## src/rtl/switch_mcu_regfile.sv

```systemverilog
// ---------------------------------------------------------------------------
// switch_mcu_regfile
//   Integer register file x0..x31 for the switch core ALU op units.
//
//   Ports
//     in_clk, in_rst           clock, asynchronous active-low reset
//     in_ren_n / in_raddr_n    read request, port n (n = 1, 2)
//     out_rdata_n              registered read data, valid the cycle after ren
//     in_wen / in_waddr /      single write port
//     in_wdata
//     in_dbg_raddr /           combinational debug read (no bypass)
//     out_dbg_rdata
//     out_wr_cnt               committed (nonzero-address) write count, wraps
//     out_x0_wr                one-cycle pulse after a write aimed at x0
//
//   Read protocol: the requester drives in_ren_n/in_raddr_n in cycle T and
//   samples out_rdata_n in cycle T+1; there is no back-pressure, so every
//   enabled request is served. Without ren, out_rdata_n holds its value.
//
//   NUM_REGS must equal 2**ADDR_W.
// ---------------------------------------------------------------------------
module switch_mcu_regfile #(
  parameter int unsigned        DATA_W   = 32,
  parameter int unsigned        ADDR_W   = 5,
  parameter int unsigned        NUM_REGS = 32,
  parameter logic [DATA_W-1:0]  SP_INIT  = 32'h0000_0000,
  parameter int unsigned        CNT_W    = 16
) (
  input  logic              in_clk,
  input  logic              in_rst,
  input  logic              in_ren_1,
  input  logic [ADDR_W-1:0] in_raddr_1,
  output logic [DATA_W-1:0] out_rdata_1,
  input  logic              in_ren_2,
  input  logic [ADDR_W-1:0] in_raddr_2,
  output logic [DATA_W-1:0] out_rdata_2,
  input  logic              in_wen,
  input  logic [ADDR_W-1:0] in_waddr,
  input  logic [DATA_W-1:0] in_wdata,
  input  logic [ADDR_W-1:0] in_dbg_raddr,
  output logic [DATA_W-1:0] out_dbg_rdata,
  output logic [CNT_W-1:0]  out_wr_cnt,
  output logic              out_x0_wr
);

  logic [DATA_W-1:0] regs_q [NUM_REGS];
  logic [DATA_W-1:0] regs_d [NUM_REGS];
  logic [DATA_W-1:0] rdata_1_q, rdata_1_d;
  logic [DATA_W-1:0] rdata_2_q, rdata_2_d;
  logic [CNT_W-1:0]  wr_cnt_q, wr_cnt_d;
  logic              x0_wr_q, x0_wr_d;
  logic              wr_commit;

  // Writes to x0 are dropped; only nonzero targets change state.
  assign wr_commit = in_wen && (in_waddr != '0);

  always_comb begin
    regs_d = regs_q;
    if (wr_commit) begin
      regs_d[in_waddr] = in_wdata;
    end
  end

  // Read ports: x0 reads as zero; a same-edge write to the read address
  // is forwarded so the requester never sees the stale value.
  always_comb begin
    rdata_1_d = rdata_1_q;
    if (in_ren_1) begin
      if (in_raddr_1 == '0) begin
        rdata_1_d = '0;
      end else if (wr_commit && (in_waddr == in_raddr_1)) begin
        rdata_1_d = in_wdata;
      end else begin
        rdata_1_d = regs_q[in_raddr_1];
      end
    end
  end

  always_comb begin
    rdata_2_d = rdata_2_q;
    if (in_ren_2) begin
      if (in_raddr_2 == '0) begin
        rdata_2_d = '0;
      end else if (wr_commit && (in_waddr == in_raddr_2)) begin
        rdata_2_d = in_wdata;
      end else begin
        rdata_2_d = regs_q[in_raddr_2];
      end
    end
  end

  always_comb begin
    wr_cnt_d = wr_cnt_q;
    if (wr_commit) begin
      wr_cnt_d = wr_cnt_q + CNT_W'(1);
    end
    x0_wr_d = in_wen && (in_waddr == '0);
  end

  always_ff @(posedge in_clk or negedge in_rst) begin
    if (!in_rst) begin
      for (int i = 0; i < int'(NUM_REGS); i++) begin
        regs_q[i] <= (i == 2) ? SP_INIT : '0;
      end
      rdata_1_q <= '0;
      rdata_2_q <= '0;
      wr_cnt_q  <= '0;
      x0_wr_q   <= 1'b0;
    end else begin
      regs_q    <= regs_d;
      rdata_1_q <= rdata_1_d;
      rdata_2_q <= rdata_2_d;
      wr_cnt_q  <= wr_cnt_d;
      x0_wr_q   <= x0_wr_d;
    end
  end

  assign out_rdata_1   = rdata_1_q;
  assign out_rdata_2   = rdata_2_q;
  assign out_wr_cnt    = wr_cnt_q;
  assign out_x0_wr     = x0_wr_q;
  assign out_dbg_rdata = (in_dbg_raddr == '0) ? '0 : regs_q[in_dbg_raddr];

endmodule

```

## config.mk

```make
export PLATFORM = sky130hd
export DESIGN_NAME = switch_mcu_regfile
export DESIGN_NICKNAME = d
export VERILOG_FILES = /design/src/rtl/switch_mcu_regfile.sv
export SDC_FILE = /design/constraint.sdc
export NUM_CORES = 2
export LEC_CHECK = 0
export BUFFER_PORTS_ARGS = -buffer_cell sky130_fd_sc_hd__buf_4
export CORE_MARGIN = 1.5
export CORE_UTILIZATION = 60
export DETAILED_ROUTE_END_ITERATION = 7
export GPL_ROUTABILITY_DRIVEN = 0
export PLACE_DENSITY = 0.77
export SLEW_MARGIN = 20
export SYNTH_ARGS = -nofsm -noshare
export SYNTH_HDL_FRONTEND = slang
export SYNTH_SLANG_ARGS = --single-unit
```

## constraint.sdc

```tcl
create_clock -name in_clk -period 3.1 [get_ports in_clk]
set_clock_uncertainty 0.1 [all_clocks]
set_input_delay 0.31 -clock in_clk [delete_from_list [all_inputs] [get_ports in_clk]]
set_output_delay 0.31 -clock in_clk [all_outputs]
set_load 0.1 [all_outputs]
```

# [Word-level counts from Yosys, hierarchy flattened]
# Cells that the tools add are included.
# W data, S select, Z words.
[word_totals] input_bits=57 register_bits=1105 elab_cells=75
[op_classes] reduce_logical=10 n_bitwise=4 eq_ne=2 muxes=17 magnitude_cmp=5 add_sub_neg=1
[ops] operator="$bwmux W1024" n=1
[ops] operator="$bmux W32 S5" n=3
[ops] operator="$mux W32" n=12
[ops] operator="$demux W32 S5" n=1
[ops] operator="$ge A6 B6 Y1 const B" n=4
[ops] operator="$not A5 Y6" n=4
[ops] operator="$logic_not A5 Y1" n=4
[ops] operator="$add A16 B1 Y16 const B" n=1
[ops] operator="$eq A5 B5 Y1" n=2
[ops] operator="$lt A6 B1 Y1 const B" n=1
[ops] operator="$logic_and A1 B1 Y1" n=5
[ops] operator="$reduce_bool A5 Y1" n=1

# [Depth between registers and ports, before layout]
[depth] word_depth=6 ltp_mapped=8 ltp_nobuf=4

# [Worst setup path before layout]
# Ideal clock, no wire load.
[synth_timing] kind="input port to output port" from="input port in_dbg_raddr[1]" to="output port out_dbg_rdata[30]" setup_slack_ns=0.241 required_time_ns=2.690 t_arrival_ns=2.449 stages=6 path_cell_list="clkbuf_1 clkbuf_1 clkbuf_1 mux4_2 mux4_2 a22o_1"
[synth_between] elab_chain_len=5 elab_cells_between_ends=6 classes_between="mux: 4; bitwise: 1; reduce/logical: 1"
[synth_rtl] item="from (decl)" line="40" source="input logic [ADDR_W-1:0] in_dbg_raddr,"
[synth_rtl] item="$not A5 Y6 (implied by the code)" line="122" source="assign out_dbg_rdata = (in_dbg_raddr == '0) ? '0 : regs_q[in_dbg_raddr];"
[synth_rtl] item="$bmux W32 S5" line="122"
[synth_rtl] item="$mux W32 (implied by the code) (2 in series)" line="122"
[synth_rtl] item="$mux W32 *" line="122"
[synth_rtl] item="to (decl)" line="41" source="output logic [DATA_W-1:0] out_dbg_rdata,"
# Every way passes the cells marked *; elsewhere a longest branch is shown, timed or not. The select of a mux whose other input is x is not followed.

# [Worst setup path in the final report]
[layout_timing] from="register regs_q[899] (netlist bit)" to="output port out_dbg_rdata[3]"
[layout_between] elab_chain_len=4
[layout_rtl] item="from (decl)" line="46" source="logic [DATA_W-1:0] regs_q [NUM_REGS];"
[layout_rtl] item="from (signal, indexed assignment)" line="103" source="regs_q[i] <= (i == 2) ? SP_INIT : '0;"
[layout_rtl] item="from (signal assigned)" line="110" source="regs_q <= regs_d;"
[layout_rtl] item="$bmux W32 S5" line="122"
[layout_rtl] item="$mux W32 (implied by the code) (2 in series)" line="122"
[layout_rtl] item="$mux W32" line="122"
# No other way between the ends. The select of a mux whose other input is x is not followed.

==> results.cfg <==
[timing]
tightest_slew_ns = 1.056
period_needed_ns = 3.077
setup_viol = 0
drv_slew = 0
fin_crit_sh = 0.9925
hold_viol = 0
final.setup.tns_ns = 0
max_freq_mhz = 325.0
slew_headroom = 0.2958
rsz0062_at_grt = false

[yosys]
synth_xor_xnor_area_share = 0.003347
synth_area_leader_cell = dfrtp_1
synth_cell_types = 43
synthFlopType = dfrtp_1
synthArstFlopShare = 1.000
synth_top_family_by_area = multiplexers
syn_avg_cell_area_sq_um = 15.94
synth_simple_gate_area_frac = 0.01679
yosysMostFrequentCell = dfrtp_1
yosys_warnings = 0
yosys-top-cells-area = dfrtp_1 42%, mux4_2 31%, mux2_2 17%, a22o_1 2.1%, clkbuf_1 1.7%
postSynthRegisterBits = 1105
synth-adder-area-share = 0.0001913
synthesis.area_sq_um = 65420
syn_nets = 4161
synthCells = 4103
synth-seq-area-share = 0.4227
synth_compound_area_frac = 0.03976
synth.area.mux_share = 0.4803
synthTopCellsByCount = 1,105 x dfrtp_1, 983 x mux2_2, 896 x mux4_2
synth_edf_count = 0
synth_top_area_frac = 0.4227

[global_routing]
grt_pass1_wl_mm = 317.4
first_global_vias = 45551
overflow = 0
track_usage = 0.3947
grt_antenna_before_repair = 7
grt_start_max_net_pins = 135

[floorplanning]
start_util = 0.6077
die_w_um = 333.2
io-pin-count = 170
die_h_um = 333.2
coreArea_sq_um = 107700
placementRows = 120
dieArea_sq_um = 111000

[critical_path]
cp_data_arrival_time_ns = 2.67
path_delay_family = multiplexers
crit_chain = mux4_2, mux4_2, a22o_1, buf_6
worst_setup_path_end_kind = primary output
critPathMostFrequentCell = mux4_2
crit_fanout = 4
startpoint = regs_q[899]
cp_data_required_time_ns = 2.69
reg2reg_from = out_wr_cnt[0]
crit_buf_inv = 1
startpoint_type = flip-flop
critPathKind = flip-flop to primary output
max_stage_delay_ns = 0.49
slowest_stage = mux4_2

[run]
maxCapViolCount = 0

[detailed_routing]
drt_wl_total_mm = 215.2
wirelength_met1_mm = 76.90
routedWlPerCell_um = 38.01
vias = 44901
wl_met2_mm = 95.29
dr_wl_met3_mm = 28.46
highest_layer = met5
ant_nets = 0
drc = 0
vias_per_cell = 7.930
drtIter0Drc = 5952
firstDrtPassIters = 6

[final_layout]
drive_gt1_frac = 0.5978
multi_input_area_sq_um = 35700
final-seq-area_sq_um = 27650
final_cell_area_sq_um = 73880
area_growth_pct = 12.93
nets = 4221
nFillCells = 7060

[clocking]
htree_levels = 3
clk_latency_ns = 0.73
cts_tree = built
cts_buffers = 119
cts_sinks = 1105
path_clk_slew_ns = 0.06
cts_buffer_depth = 3
cts_root_buffer = clkbuf_16

[place]
dpl_cell_area_sq_um = 69460
place.port_buffers = 169
place_hpwl_mm = 132.7

[worst_hold_path]
hold_path.class = primary input to async pin

[power]
p_per_area_nw_per_um2 = 667.9
vdd_drop_max_uv = 671.8
leakagePower_nw = 30.99

[status]
status = completed
==> state kept, by name, summed over array words and instances (netlist names) <==
name / count
out_rdata_2: 32
out_wr_cnt: 16
out_rdata_1: 32
out_x0_wr: 1
regs_q: 1024
==> metal layers <==
layer | vias to the layer above | global-route usage
li1 | 16644 | -
met1 | 23916 | 0.5336
met2 | 3495 | 0.5637
met3 | 836 | 0.1340
met4 | 10 | 0.2248
met5 | - | 0
==> metrics by stage <==
| step | power, mW | util | hold slack, ns | worst slack (ns) | cells |
|---|---|---|---|---|---|
| 3_3_place_gp | 33.68 | 0.6449 | 0.1911 | 0.2002 | 5417 |
| 4_1_cts | 49.13 | 0.6857 | 0.005640 | 0.006216 | 5659 |
| 5_1_grt | 50.87 | 0.6863 | 0.01362 | 0.0007561 | 5661 |
| 6_report | 49.34 | 0.6863 | 0.03122 | 0.02320 | 5662 |
| 3_5_place_dp | 34.19 | 0.6452 | 0.1819 | 0.1365 | 5418 |
| 2_1_floorplan | 29.98 | - | -0.08559 | 0.2407 | 4103 |
==> timing repair <==
action / CTS / global route
setup endpoints to repair: 7 / 9
resized for setup: 7 / 11
buffers inserted: 0 / 1
hold buffers: 26 / 0
hold endpoints to repair: 663 / 0
==> cells by family (layout without fill, tap and decap cells) <==
family	Yosys count	count (layout)
buffers and inverters	563	717
AOI/OAI and AO/OA	297	297
adders and majority gates	1	1
and+or+nand+nor	217	217
DFF	1105	1105
other	0	2
muxes	1895	1895
xor gates and xnor gates	25	25
==> worst paths after layout <==
path | to | slack [ns] | cells after the start
min in group in_clk | regs_q[165] | 0.03 | 2
min reg2reg | regs_q[1020] | 0.32 | 0
max in group asynchronous | regs_q[935] | 1.69 | 3
min | regs_q[764] | 0.03 | 2
max | out_dbg_rdata[3] | 0.02 | 4
max reg2reg | out_wr_cnt[15] | 0.60 | 4
==> cells in the final DEF (no fill, tap or decap), types with 10 or more instances in the layout <==
cell / instances
dfrtp_1: 1104
mux2_2: 983
mux4_2: 896
buf_4: 311
a22o_1: 152
clkbuf_16: 121
buf_12: 79
nor2_1: 66
inv_1: 65
nor2b_1: 64
a41oi_1: 64
o221ai_1: 64
dlygate4sd3_1: 26
clkinv_2: 22
clkbuf_1: 21
clkbuf_8: 21
nor2_4: 19
xor2_1: 15
bufinv_16: 15
mux2_1: 12
buf_6: 12
nand2_4: 11
nand2_1: 10
xnor2_1: 10
==> area by class of cell <==
class                   instances  share of cell area
multi-input cells            2435              0.4832
diodes                          2          0.00006774
well taps                    1403             0.02376
inverters                      66            0.003353
clock buffers                 163             0.04596
repair buffers                436             0.06015
flip-flops and latches       1105              0.3743
clock inverters                52            0.009230
==> power by group <==
group / internal (mW) / leakage (nW) / switching [mW]
clock network: 8.86 / 2.00 / 6.10
logic: 7.28 / 14.8 / 6.92
registers: 17.2 / 14.2 / 2.97
(Power assumes the default switching activity.)
